File: src/rtl/fetch_sequencer_pkg.sv
// fetch_sequencer_pkg: shared width, increment and state encoding for the fetch sequencer
package fetch_sequencer_pkg;
  localparam int WORD_WIDTH = 16;
  localparam int INCR = 1;
  typedef enum logic [1:0] {
    FS_IDLE = 2'd0,
    FS_REQ  = 2'd1,
    FS_HOLD = 2'd2,
    FS_ADV  = 2'd3
  } fs_state_t;
endpackage

File: src/rtl/fetch_sequencer_branch_latch.sv
// branch_latch: pending-branch flag and offset, newest pulse overwrites, consumed by the IP update
module branch_latch #(
  parameter int WORD_WIDTH = 16
) (
  input  logic                  clk,
  input  logic                  reset_n,
  input  logic                  pulse,
  input  logic [WORD_WIDTH-1:0] offset_in,
  input  logic                  consume,
  output logic                  pending,
  output logic [WORD_WIDTH-1:0] offset
);
  // a pulse landing on the consuming cycle is applied immediately, so consume wins
  always_ff @(posedge clk or negedge reset_n)
    if (!reset_n) begin
      pending <= 1'b0;
      offset  <= '0;
    end else if (consume) begin
      pending <= 1'b0;
    end else if (pulse) begin
      pending <= 1'b1;
      offset  <= offset_in;
    end
endmodule

File: src/rtl/fetch_sequencer.sv
// fetch_sequencer: walks the IP through request, hold-for-decode and update, with branch redirect
module fetch_sequencer #(
  parameter int WORD_WIDTH = fetch_sequencer_pkg::WORD_WIDTH,
  parameter int INCR       = fetch_sequencer_pkg::INCR
) (
  input  logic                  clk,
  input  logic                  reset_n,
  input  logic [WORD_WIDTH-1:0] ip,
  output logic [WORD_WIDTH-1:0] ip_adj,
  output logic                  ip_update,
  output logic [WORD_WIDTH-1:0] mem_addr,
  output logic                  mem_req,
  input  logic                  mem_ack,
  input  logic [WORD_WIDTH-1:0] mem_data,
  output logic [WORD_WIDTH-1:0] instr,
  output logic                  instr_valid,
  input  logic                  instr_ready,
  input  logic                  branch_valid,
  input  logic [WORD_WIDTH-1:0] branch_offset,
  input  logic                  halt
);
  import fetch_sequencer_pkg::*;
  fs_state_t st, nxt;
  logic to_adv, mem_req_d, instr_valid_d, pending;
  logic [WORD_WIDTH-1:0] mem_addr_d, instr_d, pend_off, adj;
  branch_latch #(.WORD_WIDTH(WORD_WIDTH)) u_branch (
    .clk(clk),
    .reset_n(reset_n),
    .pulse(branch_valid),
    .offset_in(branch_offset),
    .consume(to_adv),
    .pending(pending),
    .offset(pend_off)
  );
  // a branch arriving on the same cycle we head into ADV takes priority over any older pending one
  assign adj = branch_valid ? branch_offset : pending ? pend_off : WORD_WIDTH'(INCR);
  // state and all outputs are registered so decode and memory see glitch-free signals
  always_ff @(posedge clk or negedge reset_n)
    if (!reset_n) begin
      st          <= FS_IDLE;
      mem_req     <= 1'b0;
      mem_addr    <= '0;
      instr       <= '0;
      instr_valid <= 1'b0;
      ip_update   <= 1'b0;
      ip_adj      <= '0;
    end else begin
      st          <= nxt;
      mem_req     <= mem_req_d;
      mem_addr    <= mem_addr_d;
      instr       <= instr_d;
      instr_valid <= instr_valid_d;
      ip_update   <= to_adv;
      ip_adj      <= to_adv ? adj : '0;
    end
  // next state; leaving ADV the fetch address is the IP the register is about to take on
  always_comb begin
    nxt           = st;
    to_adv        = 1'b0;
    mem_req_d     = mem_req;
    mem_addr_d    = mem_addr;
    instr_d       = instr;
    instr_valid_d = instr_valid;
    case (st)
      FS_IDLE: if (!halt) begin
        nxt        = FS_REQ;
        mem_req_d  = 1'b1;
        mem_addr_d = ip;
      end
      FS_REQ: if (branch_valid) begin
        nxt       = FS_ADV;
        to_adv    = 1'b1;
        mem_req_d = 1'b0;
      end else if (mem_ack) begin
        nxt           = FS_HOLD;
        mem_req_d     = 1'b0;
        instr_d       = mem_data;
        instr_valid_d = 1'b1;
      end
      FS_HOLD: if (branch_valid || instr_ready) begin
        nxt           = FS_ADV;
        to_adv        = 1'b1;
        instr_valid_d = 1'b0;
      end
      default: begin
        nxt        = halt ? FS_IDLE : FS_REQ;
        mem_req_d  = !halt;
        mem_addr_d = halt ? mem_addr : ip + ip_adj;
      end
    endcase
  end
endmodule

File: config.mk
export PLATFORM = sky130hd
export DESIGN_NAME = fetch_sequencer
export DESIGN_NICKNAME = d
export VERILOG_FILES = /design/src/rtl/fetch_sequencer_pkg.sv /design/src/rtl/fetch_sequencer_branch_latch.sv /design/src/rtl/fetch_sequencer.sv
export SDC_FILE = /design/constraint.sdc
export NUM_CORES = 1
export LEC_CHECK = 0
export BUFFER_PORTS_ARGS = -buffer_cell sky130_fd_sc_hd__buf_2
export CAP_MARGIN = 40
export CELL_PAD_IN_SITES_DETAIL_PLACEMENT = 0
export CELL_PAD_IN_SITES_GLOBAL_PLACEMENT = 1
export CORE_UTILIZATION = 30
export CTS_CLUSTER_SIZE = 40
export DETAILED_ROUTE_END_ITERATION = 8
export GPL_TIMING_DRIVEN = 0
export PLACE_DENSITY = 0.66
export SLEW_MARGIN = 20
export SYNTH_ARGS = -nofsm -noshare
export SYNTH_HDL_FRONTEND = slang
export SYNTH_SLANG_ARGS = --single-unit
File: constraint.sdc
create_clock -name clk -period 3.2 [get_ports clk]
set_clock_uncertainty 0.15 [all_clocks]
set_input_delay 0.16 -clock clk [delete_from_list [all_inputs] [get_ports clk]]
set_output_delay 0.16 -clock clk [all_outputs]
set_load 0.02 [all_outputs]
==> results.py, run 1 <==
metrics = {
    "run_status": {
        "status": "complete, no violations",
    },
    "cells_and_area": {
        "antenna_cells": 0,
        "multi_input_comb_area_sq_um": 1850,
        "syn_to_final_growth_pct": 38.5,
        "stdcell_area_sq_um": 5150,
        "stdcell_count": 682,
        "fillers": 1190,
        "drive_gt1_share_pct": 32.3,
        "nNetsFinal": 583,
        "ff_latch_area_sq_um": 1750,
    },
    "floorplan": {
        "start_util_pct": 30.8,
        "die_h_microns": 113,
        "die_x_microns": 113,
        "die_area_sq_um": 12800,
        "core_area_sq_um": 12100,
        "row_count": 40,
        "io_pins": 105,
    },
    "synth": {
        "syn-cell-area_sq_um": 3720,
        "synth_common_cells": "dfrtp_1 (70), mux2_2 (32), nand2_1 (28), nor2_1 (24)",
        "synth_area_leaders": "dfrtp_1 (47%), mux2_2 (9.7%), ha_1 (6.4%), a22oi_1 (3.0%), nand2_1 (2.8%)",
        "syn_avg_cell_area_sq_um": 10.5,
        "synth.largest_area_cell": "dfrtp_1",
        "syn-instance-count": 353,
        "ys_warn_count": 0,
        "yosysTopAreaCellShare_pct": 47.1,
        "ys_seq_elements": 70,
        "yosys.cell_types.count": 51,
        "yosysMostFrequentCell": "dfrtp_1",
        "synth_edf_count": 0,
        "ys_dominant_reg_cell": "dfrtp_1",
        "synth-seq-area-share_pct": 47.1,
        "syn_nets": 427,
        "async_reset_ff_share_pct": 100,
    },
    "setup_path": {
        "start_kind": "register",
        "critPathKind": "reg -> reg",
        "rr_startpoint": "ip_adj[0]$_DFF_PN0_",
        "rr_worst_depth": 8,
        "ff2ff_setup_slack_ns": 0.55,
        "r2r_end": "mem_addr[10]$_DFFE_PN0P_",
        "arrival_ns": 2.77,
        "crit_fanout": 4,
        "end_kind": "register",
        "required_ns": 3.32,
    },
    "global_route": {
        "grt_pass1_vias": 3287,
        "grt_max_degree": 43,
        "antenna_found_initial": 0,
        "grt_overflow_total": 0,
        "grt_pass1_wl_mm": 16.6,
        "track_usage_pct": 16.9,
    },
    "route": {
        "viasPerCell": 4.71,
        "totalWireLength_mm": 10.0,
        "drt-wirelength-per-cell_microns": 14.7,
        "final_antenna_net_count": 0,
        "dr.pass1.iters": 4,
        "vias": 3209,
        "drc": 0,
        "drt_iter0_drc": 84,
    },
    "sta": {
        "finalMaxSlewViolations": 0,
        "hold_violations": 0,
        "setup_viol": 0,
        "rsz0062_at_grt": "no",
        "finalCriticalPeriod_ns": 2.65,
        "setup_tns_ns": 0,
        "fmax_ghz": 0.377,
        "period_share_pct": 82.8,
        "worst_slew_pin_slew_ns": 0.622,
        "relSlewSlack_pct": 58.5,
        "fin_hold_ws_ns": 0.0158,
    },
    "pwr": {
        "power-per-cell-area_nw_per_um2": 915,
        "leakage_uw": 0.00250,
        "peakVddDrop_v": 0.000570,
    },
    "clock_tree": {
        "cts_root_buf": "clkbuf_16",
        "numCtsBuffers": 9,
        "ctsResizeCount": 0,
        "cts.clk_slew.worst_paths_ns": 0.06,
        "cts_max_level": 3,
        "cts_tree": "done",
        "clk_path_buf_depth": 2,
        "cts_sinks": 70,
        "clk_latency_ns": 0.34,
    },
    "min_path": {
        "min_path_type": "in -> reg",
        "worstHoldStart": "ip[0]",
        "whs_path_depth": 3,
        "min_to": "mem_addr[0]$_DFFE_PN0P_",
    },
    "place": {
        "dp_hpwl_mm": 7.33,
        "placed_area_sq_um": 4470,
        "port_buffers": 104,
        "gp_congestion": 0.812,
        "dpl.cell_count": 626,
    },
    "run": {
        "maxCapViolCount": 0,
    },
}
per-stage QoR:
stage                     power (uW)  util [%]  worst slack, ns
after detailed placement        3760      37.1            0.579
after floorplan                 3060         -            0.766
after global routing            5090      42.7            0.351
final                           4710      42.7            0.549
after global placement          3720      36.9            0.554
after CTS                       4770      42.7            0.549
metal layers:
metal  wire length (microns)  GRT usage [%]  vias up  share of wire (%)
met4                     116           5.53        0                1.2
li1                        -              -     1602                  -
met2                    4870           28.6       98                 48
met5                       0              0        -                  0
met3                     602           5.46       11                6.0
met1                    4460           20.3     1498                 44
registers in the layout (all words and copies together), names as in the netlist:
register,cells
instr_valid,1
ip_update,1
st,2
mem_addr,16
instr,16
u_branch.pending,1
mem_req,1
u_branch.offset,16
ip_adj,16
layout by cell type, fill, tap and decap left out, types with 8 or more instances in the layout:
| master | n |
|---|---|
| a21oi_1 | 18 |
| a21o_1 | 10 |
| and3_1 | 8 |
| nor2_1 | 24 |
| clkbuf_1 | 13 |
| o21ai_0 | 19 |
| nand3_1 | 11 |
| buf_2 | 107 |
| clkbuf_16 | 9 |
| ha_1 | 19 |
| nand2_1 | 28 |
| dfrtp_1 | 70 |
| inv_1 | 8 |
| a22oi_1 | 15 |
| mux2_2 | 32 |
| dlygate4sd3_1 | 40 |
worst max-delay path by stage:
stage | from | to | slack (ns) | cells past startpoint
4_1_cts | ip_adj[0]$_DFF_PN0_ | mem_addr[10]$_DFFE_PN0P_ | 0.55 | 8
2_1_floorplan | ip_adj[0]$_DFF_PN0_ | mem_addr[12]$_DFFE_PN0P_ | 0.77 | 8
5_1_grt | ip_adj[0]$_DFF_PN0_ | mem_addr[10]$_DFFE_PN0P_ | 0.35 | 8
3_5_place_dp | ip_adj[0]$_DFF_PN0_ | mem_addr[12]$_DFFE_PN0P_ | 0.58 | 8
6_report | ip_adj[0]$_DFF_PN0_ | mem_addr[10]$_DFFE_PN0P_ | 0.55 | 8
3_3_place_gp | ip_adj[0]$_DFF_PN0_ | mem_addr[10]$_DFFE_PN0P_ | 0.55 | 8
worst max-delay path, cell delays in order (launching register included):
cell      delay (ns)
dfrtp_1         0.40
ha_1            0.22
fa_1            0.41
a21oi_1         0.26
o211ai_1        0.16
a21oi_2         0.26
o21ai_1         0.13
or4b_1          0.48
nand3_1         0.11
layout make-up:
class / instances / area share (%)
Buffer: 19 / 1.63
Clock buffer: 11 / 4.71
Clock inverter: 5 / 0.656
Inverter: 9 / 0.705
Multi-Input combinational cell: 255 / 35.9
Sequential cell: 70 / 34.0
Tap cell: 168 / 4.08
Timing Repair Buffer: 145 / 18.3
kinds of logic after synthesis:
family	after synthesis	synth area share, %
compound gates	95	17.2
fa+ha+maj	20	6.93
mux	39	11.6
flops	70	47.1
buf+inv	28	3.23
xor+xnor	7	1.65
simple gates	94	12.3
report_power, final:
part           total, uW  leakage [uW]  internal (uW)  switching [uW]
sequential          1510      0.000864           1290             225
combinational       2250       0.00151            927            1330
clock                945      0.000132            546             399
timing repair:
action / 4_1_cts / 5_1_grt
setup buffers: 0 / 0
hold buffers: 40 / 0
hold endpoints to repair: 124 / 0
No activity file was read; power rests on OpenSTA's default activity.
==> run 2, diff against run 1 <==
--- a/config.mk
+++ b/config.mk
@@ -5,6 +5,7 @@
 export SDC_FILE = /design/constraint.sdc
 export NUM_CORES = 1
 export LEC_CHECK = 0
+export ABC_AREA = 1
 export BUFFER_PORTS_ARGS = -buffer_cell sky130_fd_sc_hd__buf_2
 export CAP_MARGIN = 40
 export CELL_PAD_IN_SITES_DETAIL_PLACEMENT = 0
@@ -13,7 +14,7 @@
 export CTS_CLUSTER_SIZE = 40
 export DETAILED_ROUTE_END_ITERATION = 8
 export GPL_TIMING_DRIVEN = 0
-export PLACE_DENSITY = 0.66
+export PLACE_DENSITY = 0.68
 export SLEW_MARGIN = 20
 export SYNTH_ARGS = -nofsm -noshare
 export SYNTH_HDL_FRONTEND = slang
==> constraint.sdc (replaced) <==
create_clock -name clk -period 2.7 [get_ports clk]
set_clock_uncertainty 0.15 [all_clocks]
set_input_delay 0.135 -clock clk [delete_from_list [all_inputs] [get_ports clk]]
set_output_delay 0.135 -clock clk [all_outputs]
set_load 0.02 [all_outputs]
==> run 2 against run 1 <==
Sequential share of layout area fell by 0.97 points. Die area rose by 3.2%. Critical path depth did not move. Critical path type unchanged.
==> results.py, run 2 <==
metrics = {
    "clock_tree": {
        "clk_latency_ns": 0.33,
        "clk_path_buf_depth": 2,
        "ctsResizeCount": 0,
        "cts_hold_buf": 39,
        "cts_sinks": 70,
        "cts.clk_slew.worst_paths_ns": 0.06,
        "numCtsBuffers": 9,
        "postCtsSetupBuffers": 0,
        "cts_root_buf": "clkbuf_16",
        "cts_tree": "done",
        "cts_max_level": 3,
    },
    "place": {
        "port_buffers": 104,
        "dp_hpwl_mm": 7.67,
        "gp_congestion": 0.843,
        "placed_area_sq_um": 4600,
    },
    "sta": {
        "rsz0062_at_grt": "no",
        "hold_violations": 0,
        "worst_slew_pin_slew_ns": 0.620,
        "finalCriticalPeriod_ns": 2.37,
        "fin_hold_ws_ns": 0.00855,
        "setup_tns_ns": 0,
        "fmax_ghz": 0.422,
        "relSlewSlack_pct": 58.7,
        "finalMaxSlewViolations": 0,
        "period_share_pct": 87.8,
        "setup_viol": 0,
    },
    "setup_path": {
        "required_ns": 2.82,
        "critPathMaxStageDelay_ns": 0.42,
        "start_kind": "register",
        "arrival_ns": 2.49,
        "crit_fanout": 10,
        "critPathKind": "reg -> reg",
        "critPathSlowestCell": "nor2_2",
        "end_kind": "register",
        "rr_startpoint": "st[0]$_DFFE_PN0P_",
        "crit_chain": "inv_1 -> ha_1 -> nor2_2 -> inv_1 -> clkbuf_1 -> nor2_1 -> nand2_1 -> nand2_1",
        "rr_worst_depth": 8,
        "ff2ff_setup_slack_ns": 0.33,
        "r2r_end": "mem_addr[12]$_DFFE_PN0P_",
    },
    "route": {
        "drc": 0,
        "viasPerCell": 4.40,
        "vias": 3402,
        "totalWireLength_mm": 10.4,
        "drt-wirelength-per-cell_microns": 13.5,
        "dr.pass1.iters": 4,
        "drt_iter0_drc": 135,
        "final_antenna_net_count": 0,
    },
    "run": {
        "maxCapViolCount": 0,
    },
    "global_route": {
        "grt_pass1_vias": 3560,
        "track_usage_pct": 17.0,
        "antenna_found_initial": 0,
        "grt_pass1_wl_mm": 17.0,
        "grt_overflow_total": 0,
        "grt_max_degree": 45,
    },
    "cells_and_area": {
        "ff_latch_area_sq_um": 1750,
        "mostFrequentLayoutCell": "nand2_1",
        "multi_input_comb_area_sq_um": 1840,
        "antenna_cells": 0,
        "stdcell_area_sq_um": 5300,
        "nNetsFinal": 674,
        "drive_gt1_share_pct": 27.1,
        "syn_to_final_growth_pct": 38.0,
        "fillers": 1228,
        "final_cell_mix": "nand2_1 (122), buf_2 (108), dfrtp_1 (70), nor2_1 (51), inv_1 (50)",
    },
    "pwr": {
        "peakVddDrop_v": 0.000635,
        "leakage_uw": 0.00287,
        "power-per-cell-area_nw_per_um2": 1040,
    },
    "floorplan": {
        "start_util_pct": 31.3,
        "row_count": 40,
        "die_h_microns": 115,
        "core_area_sq_um": 12300,
        "die_area_sq_um": 13300,
        "io_pins": 105,
        "die_x_microns": 115,
    },
    "synth": {
        "ys_seq_elements": 70,
        "synth_common_cells": "nand2_1 (122), dfrtp_1 (70), nor2_1 (51), inv_1 (50), nand3_1 (24)",
        "synth_edf_count": 0,
        "syn_nets": 519,
        "async_reset_ff_share_pct": 100,
        "syn-cell-area_sq_um": 3840,
        "synth-seq-area-share_pct": 45.6,
        "syn-instance-count": 445,
        "syn_avg_cell_area_sq_um": 8.63,
        "yosysTopAreaCellShare_pct": 45.6,
        "yosysMostFrequentCell": "nand2_1",
        "ys_warn_count": 0,
        "synth.largest_area_cell": "dfrtp_1",
        "ys_dominant_reg_cell": "dfrtp_1",
        "synth_area_leaders": "dfrtp_1 (46%), nand2_1 (12%), mux2_2 (6.7%), ha_1 (6.2%), nor2_1 (5.0%)",
        "yosys.cell_types.count": 33,
    },
    "run_status": {
        "status": "complete, no violations",
    },
    "min_path": {
        "worstHoldStart": "ip[4]",
        "whs_path_depth": 3,
        "min_to": "mem_addr[4]$_DFFE_PN0P_",
        "min_path_type": "in -> reg",
    },
}
==> run 2: changes by cell type after synthesis, moves of 4 or more <==
cell      previous run  this run
a211oi_1             5         1
a21o_1              10         0
a21oi_1             18         9
and3_1               8         0
clkbuf_1            12         4
inv_1                8        50
mux2_2              32        23
mux2_4               0         8
mux2i_1              7         0
nand2_1             28       122
nand3_1             11        24
nor2_1              24        51
==> run 2: worst max path at each step <==
stage / slack [ns] / end / startpoint / cells past startpoint
2_1_floorplan: 0.70 / mem_addr[8]$_DFFE_PN0P_ / ip_adj[0]$_DFF_PN0_ / 11
3_3_place_gp: 0.30 / mem_addr[13]$_DFFE_PN0P_ / st[0]$_DFFE_PN0P_ / 8
3_5_place_dp: 0.30 / mem_addr[13]$_DFFE_PN0P_ / st[0]$_DFFE_PN0P_ / 8
4_1_cts: 0.28 / mem_addr[12]$_DFFE_PN0P_ / st[0]$_DFFE_PN0P_ / 8
5_1_grt: 0.1 / mem_addr[12]$_DFFE_PN0P_ / st[0]$_DFFE_PN0P_ / 8
6_report: 0.33 / mem_addr[12]$_DFFE_PN0P_ / st[0]$_DFFE_PN0P_ / 8
==> run 2: cell families (layout without fill, tap and decap cells) <==
group                      after synthesis  count (layout)  share of synthesized area (%)
and+or+nand+nor                        210             210                           22.6
muxes                                   31              31                           9.87
AOI/OAI and AO/OA                       46              46                           7.36
xor gates and xnor gates                 6               6                           1.37
DFF                                     70              70                           45.6
buffers and inverters                   62             222                           6.51
adders and majority gates               20              20                           6.71
==> run 2: critical path: cells and delay by family (launching register included) <==
kind                       cells  cell delay [ns]
buffers and inverters          3             0.63
and+or+nand+nor                4             0.72
DFF                            1             0.41
adders and majority gates      1             0.39
==> run 2: per-layer routing <==
metal,global-route usage (%),up-vias,part of all wire (%)
met3,5.06,7,4.9
li1,-,1754,-
met5,0,-,0
met1,19.9,1554,44
met2,30.5,87,50
met4,4.07,0,0.75
==> run 2: metrics by stage <==
| step | setup WS [ns] | util (%) | total power (uW) | cells |
|---|---|---|---|---|
| after floorplan | 0.704 | - | 3480 | 445 |
| after global placement | 0.296 | 37.3 | 4250 | 717 |
| after CTS | 0.278 | 43.2 | 5600 | 773 |
| after global routing | 0.0991 | 43.2 | 5970 | 773 |
| final | 0.330 | 43.2 | 5530 | 773 |
| after detailed placement | 0.304 | 37.5 | 4300 | 718 |
==> run 2: area by class of cell <==
cell class | count | area share, %
clock buffers | 10 | 4.51
inverters | 51 | 3.61
clock inverters | 6 | 1.30
repair buffers | 144 | 17.8
plain buffers | 11 | 1.11
well taps | 168 | 3.97
multi-input cells | 313 | 34.7
flip-flops and latches | 70 | 33.1
==> run 2: where the power goes <==
group          internal (uW)  leakage, uW  switching (uW)
clock                    745     0.000149             475
sequential              1490     0.000866             244
combinational            992      0.00186            1580
